--- src/rtl/bp_be_dcache_pkg.sv ---
// Shared types for the BE dcache request path: opcodes, packet layout,
// response exception codes and issuer FSM states.
package bp_be_dcache_pkg;

    localparam int unsigned dcache_opcode_width_gp = 4;
    localparam int unsigned page_offset_width_gp   = 12;
    localparam int unsigned data_width_gp          = 64;

    typedef enum logic [3:0] {
        e_dcache_op_lb     = 4'b0000,
        e_dcache_op_lh     = 4'b0001,
        e_dcache_op_lw     = 4'b0010,
        e_dcache_op_ld     = 4'b0011,
        e_dcache_op_lbu    = 4'b0100,
        e_dcache_op_lhu    = 4'b0101,
        e_dcache_op_lwu    = 4'b0110,
        e_dcache_op_lrw    = 4'b0111,
        e_dcache_op_sb     = 4'b1000,
        e_dcache_op_sh     = 4'b1001,
        e_dcache_op_sw     = 4'b1010,
        e_dcache_op_sd     = 4'b1011,
        e_dcache_op_scw    = 4'b1100,
        e_dcache_op_lrd    = 4'b1101,
        e_dcache_op_scd    = 4'b1110,
        e_dcache_op_fencei = 4'b1111
    } bp_be_dcache_opcode_e;

    typedef struct packed {
        bp_be_dcache_opcode_e              opcode;
        logic [page_offset_width_gp-1:0]   page_offset;
        logic [data_width_gp-1:0]          data;
    } bp_be_dcache_pkt_s;

    typedef enum logic [1:0] {
        e_resp_exc_none         = 2'b00,
        e_resp_exc_misaligned   = 2'b01,
        e_resp_exc_illegal      = 2'b10,
        e_resp_exc_replay_limit = 2'b11
    } bp_be_resp_exc_e;

    typedef enum logic [2:0] {
        e_issuer_ready,
        e_issuer_send,
        e_issuer_wait,
        e_issuer_replay,
        e_issuer_resp,
        e_issuer_drain
    } bp_be_issuer_state_e;

endpackage

--- src/rtl/bp_be_dcache_issuer_if.sv ---
// Pipeline request/response and dcache packet/ptag/completion signals of the issuer.
// master = pipeline/dcache environment, slave = issuer.
interface bp_be_dcache_issuer_if
    import bp_be_dcache_pkg::*;
#(
    parameter int unsigned vaddr_width_p       = 39,
    parameter int unsigned page_offset_width_p = 12,
    parameter int unsigned data_width_p        = 64
);
    localparam int unsigned pkt_width_lp  = dcache_opcode_width_gp + page_offset_width_p + data_width_p;
    localparam int unsigned ptag_width_lp = vaddr_width_p - page_offset_width_p;

    logic                     req_v_i;
    logic                     req_ready_o;
    logic [2:0]               req_funct3_i;
    logic                     req_store_i;
    logic                     req_lr_i;
    logic                     req_sc_i;
    logic                     req_fencei_i;
    logic [vaddr_width_p-1:0] req_vaddr_i;
    logic [data_width_p-1:0]  req_data_i;

    logic                     dcache_pkt_v_o;
    logic [pkt_width_lp-1:0]  dcache_pkt_o;
    logic                     dcache_ready_i;
    logic                     ptag_v_o;
    logic [ptag_width_lp-1:0] ptag_o;
    logic                     dcache_v_i;
    logic [data_width_p-1:0]  dcache_data_i;
    logic                     dcache_miss_i;

    logic                     flush_i;
    logic                     resp_v_o;
    logic [data_width_p-1:0]  resp_data_o;
    logic [1:0]               resp_exc_o;
    logic                     resp_yumi_i;

    modport master (
        output req_v_i, req_funct3_i, req_store_i, req_lr_i, req_sc_i, req_fencei_i,
               req_vaddr_i, req_data_i, dcache_ready_i, dcache_v_i, dcache_data_i,
               dcache_miss_i, flush_i, resp_yumi_i,
        input  req_ready_o, dcache_pkt_v_o, dcache_pkt_o, ptag_v_o, ptag_o,
               resp_v_o, resp_data_o, resp_exc_o
    );

    modport slave (
        input  req_v_i, req_funct3_i, req_store_i, req_lr_i, req_sc_i, req_fencei_i,
               req_vaddr_i, req_data_i, dcache_ready_i, dcache_v_i, dcache_data_i,
               dcache_miss_i, flush_i, resp_yumi_i,
        output req_ready_o, dcache_pkt_v_o, dcache_pkt_o, ptag_v_o, ptag_o,
               resp_v_o, resp_data_o, resp_exc_o
    );

endinterface

--- src/rtl/bp_be_dcache_opcode_encode.sv ---
// Combinational micro-op decode: funct3 + kind bits + low vaddr bits
// -> dcache opcode plus illegal / misaligned flags.
module bp_be_dcache_opcode_encode
    import bp_be_dcache_pkg::*;
(
    input  logic [2:0]           funct3,
    input  logic                 store,
    input  logic                 lr,
    input  logic                 sc,
    input  logic                 fencei,
    input  logic [2:0]           vaddr_low,
    output bp_be_dcache_opcode_e opcode_c,
    output logic                 illegal_c,
    output logic                 misaligned_c
);

    logic [1:0] size;
    logic       is_unsigned;
    logic [3:0] kinds;
    logic       multi_kind;
    logic       low_nonzero;

    always_comb begin
        size        = funct3[1:0];
        is_unsigned = funct3[2];
        kinds       = {store, lr, sc, fencei};
        // clearing the lowest set bit leaves something only if >1 kind is set
        multi_kind  = |(kinds & (kinds - 4'd1));

        if (fencei)     opcode_c = e_dcache_op_fencei;
        else if (lr)    opcode_c = size[0] ? e_dcache_op_lrd : e_dcache_op_lrw;
        else if (sc)    opcode_c = size[0] ? e_dcache_op_scd : e_dcache_op_scw;
        else if (store) opcode_c = bp_be_dcache_opcode_e'({2'b10, size});
        else            opcode_c = bp_be_dcache_opcode_e'({1'b0, is_unsigned, size});

        case (size)
            2'd0:    low_nonzero = 1'b0;
            2'd1:    low_nonzero = vaddr_low[0];
            2'd2:    low_nonzero = |vaddr_low[1:0];
            default: low_nonzero = |vaddr_low[2:0];
        endcase

        misaligned_c = !fencei && low_nonzero;
        illegal_c    = multi_kind
                     || (!fencei && is_unsigned && (size == 2'd3))
                     || ((lr || sc) && !size[1]);
    end

endmodule

--- src/rtl/bp_be_dcache_issuer.sv ---
// Dcache request issuer: encodes BE memory micro-ops, issues packets with a trailing ptag,
// replays on miss and returns one response per accepted op. BP_BE_DCACHE_ISSUER_STATS_EN adds counters.
module bp_be_dcache_issuer
    import bp_be_dcache_pkg::*;
#(
    parameter int unsigned vaddr_width_p       = 39,
    parameter int unsigned page_offset_width_p = 12,
    parameter int unsigned data_width_p        = 64,
    parameter int unsigned max_replay_p        = 15
)(
    input  logic clk_i,
    input  logic reset_i,
    bp_be_dcache_issuer_if.slave bus
`ifdef BP_BE_DCACHE_ISSUER_STATS_EN
    ,
    output logic [31:0] stat_issued_o,
    output logic [31:0] stat_miss_o,
    output logic [31:0] stat_replay_fail_o
`endif
);

    localparam int unsigned ptag_width_lp = vaddr_width_p - page_offset_width_p;
    localparam int unsigned pkt_width_lp  = dcache_opcode_width_gp + page_offset_width_p + data_width_p;
    localparam int unsigned cnt_width_lp  = (max_replay_p < 1) ? 1 : $clog2(max_replay_p + 1);

    bp_be_issuer_state_e       state_q, state_n;
    logic [pkt_width_lp-1:0]   pkt_q, pkt_n;
    logic [ptag_width_lp-1:0]  tag_q, tag_n;
    logic                      ret_data_q, ret_data_n;
    logic [cnt_width_lp-1:0]   cnt_q, cnt_n;
    logic [data_width_p-1:0]   resp_data_q, resp_data_n;
    bp_be_resp_exc_e           resp_exc_q, resp_exc_n;
    logic                      req_ready_q, pkt_v_q, resp_v_q, ptag_v_q;
    logic [ptag_width_lp-1:0]  ptag_q;

    bp_be_dcache_opcode_e      opcode;
    logic                      illegal, misaligned;
    logic                      accept, handshake;

    bp_be_dcache_opcode_encode encode (
        .funct3       (bus.req_funct3_i),
        .store        (bus.req_store_i),
        .lr           (bus.req_lr_i),
        .sc           (bus.req_sc_i),
        .fencei       (bus.req_fencei_i),
        .vaddr_low    (bus.req_vaddr_i[2:0]),
        .opcode_c     (opcode),
        .illegal_c    (illegal),
        .misaligned_c (misaligned)
    );

    assign accept    = (state_q == e_issuer_ready) && bus.req_v_i && !bus.flush_i;
    assign handshake = (state_q == e_issuer_send) && bus.dcache_ready_i;

    always_ff @(posedge clk_i or posedge reset_i) begin
        if (reset_i) state_q <= e_issuer_ready;
        else         state_q <= state_n;
    end

    // Next state and the op/response registers that travel with it
    always_comb begin
        state_n     = state_q;
        pkt_n       = pkt_q;
        tag_n       = tag_q;
        ret_data_n  = ret_data_q;
        cnt_n       = cnt_q;
        resp_data_n = resp_data_q;
        resp_exc_n  = resp_exc_q;

        case (state_q)
            e_issuer_ready: if (accept) begin
                tag_n      = bus.req_vaddr_i[vaddr_width_p-1:page_offset_width_p];
                ret_data_n = !(bus.req_store_i || bus.req_fencei_i);
                pkt_n      = {opcode,
                              bus.req_fencei_i ? page_offset_width_p'(0)
                                               : bus.req_vaddr_i[page_offset_width_p-1:0],
                              (bus.req_store_i || bus.req_sc_i) ? bus.req_data_i
                                                                : data_width_p'(0)};
                if (illegal) begin
                    state_n     = e_issuer_resp;
                    resp_exc_n  = e_resp_exc_illegal;
                    resp_data_n = '0;
                end else if (misaligned) begin
                    state_n     = e_issuer_resp;
                    resp_exc_n  = e_resp_exc_misaligned;
                    resp_data_n = '0;
                end else begin
                    state_n = e_issuer_send;
                end
            end
            e_issuer_send: begin
                if (bus.flush_i)             state_n = e_issuer_ready;
                else if (bus.dcache_ready_i) state_n = e_issuer_wait;
            end
            e_issuer_wait: begin
                // a completion coinciding with the flush needs no draining
                if (bus.flush_i) begin
                    state_n = (bus.dcache_v_i || bus.dcache_miss_i) ? e_issuer_ready : e_issuer_drain;
                end else if (bus.dcache_miss_i) begin
                    state_n = e_issuer_replay;
                end else if (bus.dcache_v_i) begin
                    state_n     = e_issuer_resp;
                    resp_exc_n  = e_resp_exc_none;
                    resp_data_n = ret_data_q ? bus.dcache_data_i : data_width_p'(0);
                end
            end
            e_issuer_replay: begin
                if (bus.flush_i) begin
                    state_n = e_issuer_ready;
                end else if (cnt_q == cnt_width_lp'(max_replay_p)) begin
                    state_n     = e_issuer_resp;
                    resp_exc_n  = e_resp_exc_replay_limit;
                    resp_data_n = '0;
                end else if (bus.dcache_ready_i) begin
                    state_n = e_issuer_send;
                    cnt_n   = cnt_q + cnt_width_lp'(1);
                end
            end
            e_issuer_resp: begin
                if (bus.flush_i || bus.resp_yumi_i) state_n = e_issuer_ready;
            end
            e_issuer_drain: begin
                if (bus.dcache_v_i || bus.dcache_miss_i) state_n = e_issuer_ready;
            end
            default: state_n = e_issuer_ready;
        endcase

        if (state_n == e_issuer_ready) cnt_n = '0;
        if (state_n != e_issuer_resp) begin
            resp_data_n = '0;
            resp_exc_n  = e_resp_exc_none;
        end
    end

    always_ff @(posedge clk_i or posedge reset_i) begin
        if (reset_i) begin
            pkt_q       <= '0;
            tag_q       <= '0;
            ret_data_q  <= 1'b0;
            cnt_q       <= '0;
            resp_data_q <= '0;
            resp_exc_q  <= e_resp_exc_none;
            req_ready_q <= 1'b1;
            pkt_v_q     <= 1'b0;
            resp_v_q    <= 1'b0;
            ptag_v_q    <= 1'b0;
            ptag_q      <= '0;
        end else begin
            pkt_q       <= pkt_n;
            tag_q       <= tag_n;
            ret_data_q  <= ret_data_n;
            cnt_q       <= cnt_n;
            resp_data_q <= resp_data_n;
            resp_exc_q  <= resp_exc_n;
            req_ready_q <= (state_n == e_issuer_ready);
            pkt_v_q     <= (state_n == e_issuer_send);
            resp_v_q    <= (state_n == e_issuer_resp);
            ptag_v_q    <= handshake;
            ptag_q      <= handshake ? tag_q : '0;
        end
    end

    assign bus.req_ready_o    = req_ready_q;
    assign bus.dcache_pkt_v_o = pkt_v_q;
    assign bus.dcache_pkt_o   = pkt_q;
    assign bus.ptag_v_o       = ptag_v_q;
    assign bus.ptag_o         = ptag_q;
    assign bus.resp_v_o       = resp_v_q;
    assign bus.resp_data_o    = resp_data_q;
    assign bus.resp_exc_o     = resp_exc_q;

`ifdef BP_BE_DCACHE_ISSUER_STATS_EN
    logic [31:0] issued_q, miss_q, fail_q;
    logic        miss_seen, replay_fail;

    assign miss_seen   = (state_q == e_issuer_wait) && bus.dcache_miss_i;
    assign replay_fail = (state_q == e_issuer_replay) && (state_n == e_issuer_resp);

    // Saturating event counters
    always_ff @(posedge clk_i or posedge reset_i) begin
        if (reset_i) begin
            issued_q <= '0;
            miss_q   <= '0;
            fail_q   <= '0;
        end else begin
            if (handshake   && (issued_q != '1)) issued_q <= issued_q + 32'd1;
            if (miss_seen   && (miss_q   != '1)) miss_q   <= miss_q   + 32'd1;
            if (replay_fail && (fail_q   != '1)) fail_q   <= fail_q   + 32'd1;
        end
    end

    assign stat_issued_o      = issued_q;
    assign stat_miss_o        = miss_q;
    assign stat_replay_fail_o = fail_q;
`endif

endmodule
--- src/flat_wrapper.sv ---
// flat-port wrapper written by rule: the top's interface ports become plain ports
module bp_be_dcache_issuer_flat import bp_be_dcache_pkg::*;
#(
    parameter int unsigned vaddr_width_p       = 39,
    parameter int unsigned page_offset_width_p = 12,
    parameter int unsigned data_width_p        = 64,
    parameter int unsigned max_replay_p        = 15
)
  (clk_i, reset_i, bus_req_v_i, bus_req_funct3_i, bus_req_store_i, bus_req_lr_i, bus_req_sc_i, bus_req_fencei_i, bus_req_vaddr_i, bus_req_data_i, bus_dcache_ready_i, bus_dcache_v_i, bus_dcache_data_i, bus_dcache_miss_i, bus_flush_i, bus_resp_yumi_i, bus_req_ready_o, bus_dcache_pkt_v_o, bus_dcache_pkt_o, bus_ptag_v_o, bus_ptag_o, bus_resp_v_o, bus_resp_data_o, bus_resp_exc_o);
  bp_be_dcache_issuer_if #(.vaddr_width_p(vaddr_width_p), .page_offset_width_p(page_offset_width_p), .data_width_p(data_width_p)) bus_i ();
  input  logic clk_i;
  input  logic reset_i;
  input wire logic [$bits(bus_i.req_v_i)-1:0] bus_req_v_i;
  input wire logic [$bits(bus_i.req_funct3_i)-1:0] bus_req_funct3_i;
  input wire logic [$bits(bus_i.req_store_i)-1:0] bus_req_store_i;
  input wire logic [$bits(bus_i.req_lr_i)-1:0] bus_req_lr_i;
  input wire logic [$bits(bus_i.req_sc_i)-1:0] bus_req_sc_i;
  input wire logic [$bits(bus_i.req_fencei_i)-1:0] bus_req_fencei_i;
  input wire logic [$bits(bus_i.req_vaddr_i)-1:0] bus_req_vaddr_i;
  input wire logic [$bits(bus_i.req_data_i)-1:0] bus_req_data_i;
  input wire logic [$bits(bus_i.dcache_ready_i)-1:0] bus_dcache_ready_i;
  input wire logic [$bits(bus_i.dcache_v_i)-1:0] bus_dcache_v_i;
  input wire logic [$bits(bus_i.dcache_data_i)-1:0] bus_dcache_data_i;
  input wire logic [$bits(bus_i.dcache_miss_i)-1:0] bus_dcache_miss_i;
  input wire logic [$bits(bus_i.flush_i)-1:0] bus_flush_i;
  input wire logic [$bits(bus_i.resp_yumi_i)-1:0] bus_resp_yumi_i;
  output wire logic [$bits(bus_i.req_ready_o)-1:0] bus_req_ready_o;
  output wire logic [$bits(bus_i.dcache_pkt_v_o)-1:0] bus_dcache_pkt_v_o;
  output wire logic [$bits(bus_i.dcache_pkt_o)-1:0] bus_dcache_pkt_o;
  output wire logic [$bits(bus_i.ptag_v_o)-1:0] bus_ptag_v_o;
  output wire logic [$bits(bus_i.ptag_o)-1:0] bus_ptag_o;
  output wire logic [$bits(bus_i.resp_v_o)-1:0] bus_resp_v_o;
  output wire logic [$bits(bus_i.resp_data_o)-1:0] bus_resp_data_o;
  output wire logic [$bits(bus_i.resp_exc_o)-1:0] bus_resp_exc_o;
  assign bus_i.req_v_i = bus_req_v_i;
  assign bus_i.req_funct3_i = bus_req_funct3_i;
  assign bus_i.req_store_i = bus_req_store_i;
  assign bus_i.req_lr_i = bus_req_lr_i;
  assign bus_i.req_sc_i = bus_req_sc_i;
  assign bus_i.req_fencei_i = bus_req_fencei_i;
  assign bus_i.req_vaddr_i = bus_req_vaddr_i;
  assign bus_i.req_data_i = bus_req_data_i;
  assign bus_i.dcache_ready_i = bus_dcache_ready_i;
  assign bus_i.dcache_v_i = bus_dcache_v_i;
  assign bus_i.dcache_data_i = bus_dcache_data_i;
  assign bus_i.dcache_miss_i = bus_dcache_miss_i;
  assign bus_i.flush_i = bus_flush_i;
  assign bus_i.resp_yumi_i = bus_resp_yumi_i;
  assign bus_req_ready_o = bus_i.req_ready_o;
  assign bus_dcache_pkt_v_o = bus_i.dcache_pkt_v_o;
  assign bus_dcache_pkt_o = bus_i.dcache_pkt_o;
  assign bus_ptag_v_o = bus_i.ptag_v_o;
  assign bus_ptag_o = bus_i.ptag_o;
  assign bus_resp_v_o = bus_i.resp_v_o;
  assign bus_resp_data_o = bus_i.resp_data_o;
  assign bus_resp_exc_o = bus_i.resp_exc_o;
  bp_be_dcache_issuer #(.vaddr_width_p(vaddr_width_p), .page_offset_width_p(page_offset_width_p), .data_width_p(data_width_p), .max_replay_p(max_replay_p)) u_core (.clk_i(clk_i), .reset_i(reset_i), .bus(bus_i));
endmodule
--- config.mk ---
export PLATFORM = sky130hd
export DESIGN_NAME = bp_be_dcache_issuer_flat
export DESIGN_NICKNAME = d
export VERILOG_FILES = /design/src/rtl/bp_be_dcache_pkg.sv /design/src/rtl/bp_be_dcache_issuer_if.sv /design/src/rtl/bp_be_dcache_opcode_encode.sv /design/src/rtl/bp_be_dcache_issuer.sv /design/src/flat_wrapper.sv
export SDC_FILE = /design/constraint.sdc
export NUM_CORES = 1
export LEC_CHECK = 0
export BUFFER_PORTS_ARGS = -buffer_cell sky130_fd_sc_hd__buf_2
export CORE_ASPECT_RATIO = 0.75
export CORE_MARGIN = 8
export CORE_UTILIZATION = 30
export CTS_BUF_LIST = sky130_fd_sc_hd__clkbuf_16
export CTS_CLUSTER_SIZE = 14
export DETAILED_ROUTE_END_ITERATION = 8
export PLACE_DENSITY = 0.63
export SYNTH_ARGS = -nofsm -noshare
export SYNTH_HDL_FRONTEND = slang
export SYNTH_SLANG_ARGS = --single-unit
--- constraint.sdc ---
create_clock -name clk_i -period 6.78 [get_ports clk_i]
set_input_delay 1.017 -clock clk_i [delete_from_list [all_inputs] [get_ports clk_i]]
set_output_delay 1.017 -clock clk_i [all_outputs]
set_load 0.02 [all_outputs]
==> summary.md <==
| Metric | Value |
|---|---|
| Largest family of logic cells by synthesized area | simple AND/OR/NAND/NOR gates |
| H-Tree Depth | 1 |
| GRT Total Usage | 0.150 |
| P_leak | 6.19 nW |
| Critical path class | input pin to flip-flop |
| Hold buffers post-CTS | 0 |
| Fmax | 333 MHz |
| FP Rows | 54 |
| Root Buffer | clkbuf_16 |
| Total Wirelength | 27.9 mm |
| Worst skew pair latency | 0.51 ns |
| Worst path required time | 7.18 ns |
| Vias in the first global route | 7,655 |
| RSZ-0062 raised after global routing | no |
| Finished Layout Cells | 1,639 |
| Rel. slew slack | 0.184 |
| Reg2reg start | u_core.state_q[1] |
| Post-CTS Setup Repair Bufs | 0 |
| 1st-iter DRT viols | 579 |
| Tcrit/Tclk final | 0.443 |
| Layout cells sized above 1 | 0.418 |
| Number of synthesis warnings | 0 |
| Worst-Margin Slew | 1.22 ns |
| Status | complete, no violations |
| Max Cap Violations | 0 |
| Largest net degree at the start of global routing | 175 |
| First-pass GRT wire length | 44.3 mm |
| Final Skew | 0.0135 ns |
| Nets@finish | 1,411 |
| Xor-xnor portion of the synthesized cell area | 0.00391 |
| I/O pin total | 359 |
| Initial core utilization | 0.307 |
| Netlist cell types | 57 |
| TritonCTS Buffers | 23 |
| Cell taking the most area after synthesis | dfrtp_1 |
| Simple-gate area share of the yosys netlist | 0.239 |
| Compound-cell area share of the yosys netlist | 0.120 |
| Seq/Total Area, Yosys | 0.592 |
| Routed vias/inst | 4.56 |
| GR Util met3 | 0.0653 |
| Worst min path class | flip-flop to flip-flop |
| Gpl congestion | 0.764 |
| Cell count of the worst reg-to-reg path | 5 |
| Met1 usage | 0.191 |
| Critical Path End Type | flip-flop |
| Crit-path cells | buf_2, nor2_1, nand3_4, a211o_2, or2_1, a221oi_1 |
| Drt pass-1 iters | 4 |
| Count of pins over their slew limit | 0 |
| # placed instances | 1,595 |
| Max stage delay on crit path | 0.87 ns |
| Worst path slowest cell | a211o_2 |
| Remaining DRCs | 0 |
| Die H | 166 um |
| Average size of a mapped cell | 9.93 um2 |
| CTS tree | yes |
| Hold path cells | 2 |
| Top cell type's share of synthesized area | 0.589 |
| Global routing usage on met2 | 0.233 |
| CTS sink count | 212 |
| Design Area, Final | 0.0117 mm2 |
| Crit path max fanout | 68 |
| Fillcell total | 2,956 |
| HP Start | u_core.bus.dcache_pkt_o[34] |
| Asr flop ratio synth | 1.00 |
| Antenna violations before repair | 5 |
| Yosys reg bits | 212 |
| RR Endpoint | u_core.bus.resp_exc_o[0] |
| Reg2Reg Setup Slack | 3.79 ns |
| Worst Path Arrival | 3.40 ns |
| Post-synthesis mux area share | 0.00460 |
| CTS clk-pin slew, worst paths | 0.06 ns |
| Fin. Hold Viols | 0 |
| WHS Endpoint | u_core.bus.dcache_pkt_o[34] |
| Die area | 0.0357 mm2 |
| Die X | 216 um |
| Synth top area cells | dfrtp_1, nand2_1, a21oi_2 |
| Final HPWL DP | 19.3 mm |
| Cells after synthesis | 903 |
| Longest Clk Path Bufs | 3 |
| Tmin final | 3.01 ns |
| Post-synth EDFFs | 0 |
| Routed WL per cell | 17.0 um |
| Pwr/cell area | 276 mW/mm2 |
| Syn nets | 1,086 |
| Syn Std Cell Area | 0.00897 mm2 |
| CP Launch Type | input pin |
| Antenna viol nets, final | 0 |
| Gr ovfl total | 0 |
| Vias post-DR | 7,478 |
| Placeable Area | 0.0293 mm2 |
| I/O Buffers | 358 |
| Top Usage Layer GRT | met2 |
| Area Overhead vs Synth | 30.6% |
| CTS resizes | 0 |
| Top FF cell, synth | dfrtp_1 |
| Adder-cell share of the synthesized area | 0.00140 |
| Final setup fails | 0 |
| Worst vdd ir | 0.000207 V |
| Post-place instance area | 0.0110 mm2 |
| Final setup TNS | 0 ns |
through the flow:
| stage | setup slack (ns) | utilization | hold WS, ns | total power [mW] |
|---|---|---|---|---|
| 5_1_grt | 3.55 | 0.400 | 0.476 | 3.42 |
| 3_3_place_gp | 3.17 | 0.376 | 0.445 | 2.08 |
| 2_1_floorplan | 3.01 | - | 0.437 | 1.84 |
| 4_1_cts | 3.71 | 0.400 | 0.464 | 3.30 |
| 3_5_place_dp | 3.19 | 0.376 | 0.450 | 2.09 |
| 6_report | 3.77 | 0.400 | 0.457 | 3.23 |
how the worst max path moves through the flow:
stage | from | end | slack, ns | cells past startpoint
6_report | bus_flush_i | u_core.bus.resp_exc_o[0] | 3.77 | 6
2_1_floorplan | reset_i | u_core.bus.dcache_pkt_o[0] | 3.01 | 1
3_3_place_gp | bus_flush_i | u_core.bus.resp_exc_o[0] | 3.17 | 6
5_1_grt | u_core.state_q[1] | u_core.bus.resp_exc_o[0] | 3.55 | 5
3_5_place_dp | bus_flush_i | u_core.bus.resp_exc_o[0] | 3.19 | 6
4_1_cts | u_core.state_q[1] | u_core.bus.resp_exc_o[0] | 3.71 | 5
logic make-up (layout without fill, tap and decap cells):
group,count (synthesis),after routing
simple gates,448,448
flops,212,212
mux,4,4
fa+ha+maj,1,1
compound gates,161,161
buf+inv,73,414
xor+xnor,4,4
other cells,0,3
worst max-delay path, delay by kind of cell:
family / cells / cell delay, ns
AND/OR/NAND/NOR: 3 / 1.06
AO/OA/AOI/OAI: 2 / 1.15
buffers and inverters: 1 / 0.15
synthesized netlist by cell type (all sizes together), types with 3 or more instances:
cell type,instances
nor4b,3
buf,20
dfrtp,211
nor2b,3
nand3,68
a21oi,68
nor3b,3
xor2,3
nand3b,10
and2,28
nand2,306
inv,7
nor2,10
nand2b,5
mux2i,3
o21ai,75
clkbuf,46
layer usage:
metal  vias up  share of wire
li1       3622              -
met1      3567           0.43
met2       248           0.46
met3        35          0.096
met4         6          0.017
met5         -         0.0011
state kept, by name, indices dropped and copies added (netlist names):
register                   cells
u_core.bus.resp_exc_o          2
u_core.bus.req_ready_o         1
u_core.cnt_q                   4
u_core.bus.dcache_pkt_o       80
u_core.state_q                 3
u_core.tag_q                  27
u_core.bus.resp_data_o        64
u_core.ret_data_q              1
u_core.bus.ptag_o             27
u_core.bus.dcache_pkt_v_o      1
u_core.bus.ptag_v_o            1
u_core.bus.resp_v_o            1
report_power, final:
| group | internal (mW) | switching [mW] |
|---|---|---|
| combinational | 0.179 | 0.398 |
| sequential | 1.41 | 0.0711 |
| clock | 0.659 | 0.520 |
| total | 2.24 | 0.989 |
placed cells by master (no fill, tap or decap), types with 2 or more instances in the layout:
cell type,Yosys,final
a21o_1,2,2
a21oi_1,18,18
a21oi_2,50,50
and2_1,28,28
and3b_1,2,2
buf_2,7,358
buf_4,6,7
clkbuf_16,0,23
clkinv_1,0,3
clkinv_2,0,10
clkinv_4,0,2
clkinvlp_4,0,2
dfrtp_1,211,211
diode_2,0,3
inv_1,6,6
mux2i_1,3,3
nand2_1,256,255
nand2_2,50,51
nand2b_1,5,5
nand3_1,66,66
nand3b_1,9,9
nand4_1,2,2
nor2_1,9,9
nor2b_1,3,3
nor3b_1,3,3
nor4b_2,2,2
o21ai_0,62,62
o21ai_1,12,12
o22a_1,2,2
xor2_1,3,3
area by class of cell:
cell class	instances	area (um2)	area share
diodes	3	7.51	0.000641
clock buffers	23	576	0.0491
clock inverters	18	120	0.0103
inverters	7	30.0	0.00256
multi-input cells	618	3320	0.283
flip-flops and latches	212	5310	0.453
well taps	392	490	0.0419
repair buffers	366	1860	0.159
Note: power is estimated with default switching activity, not from simulation.
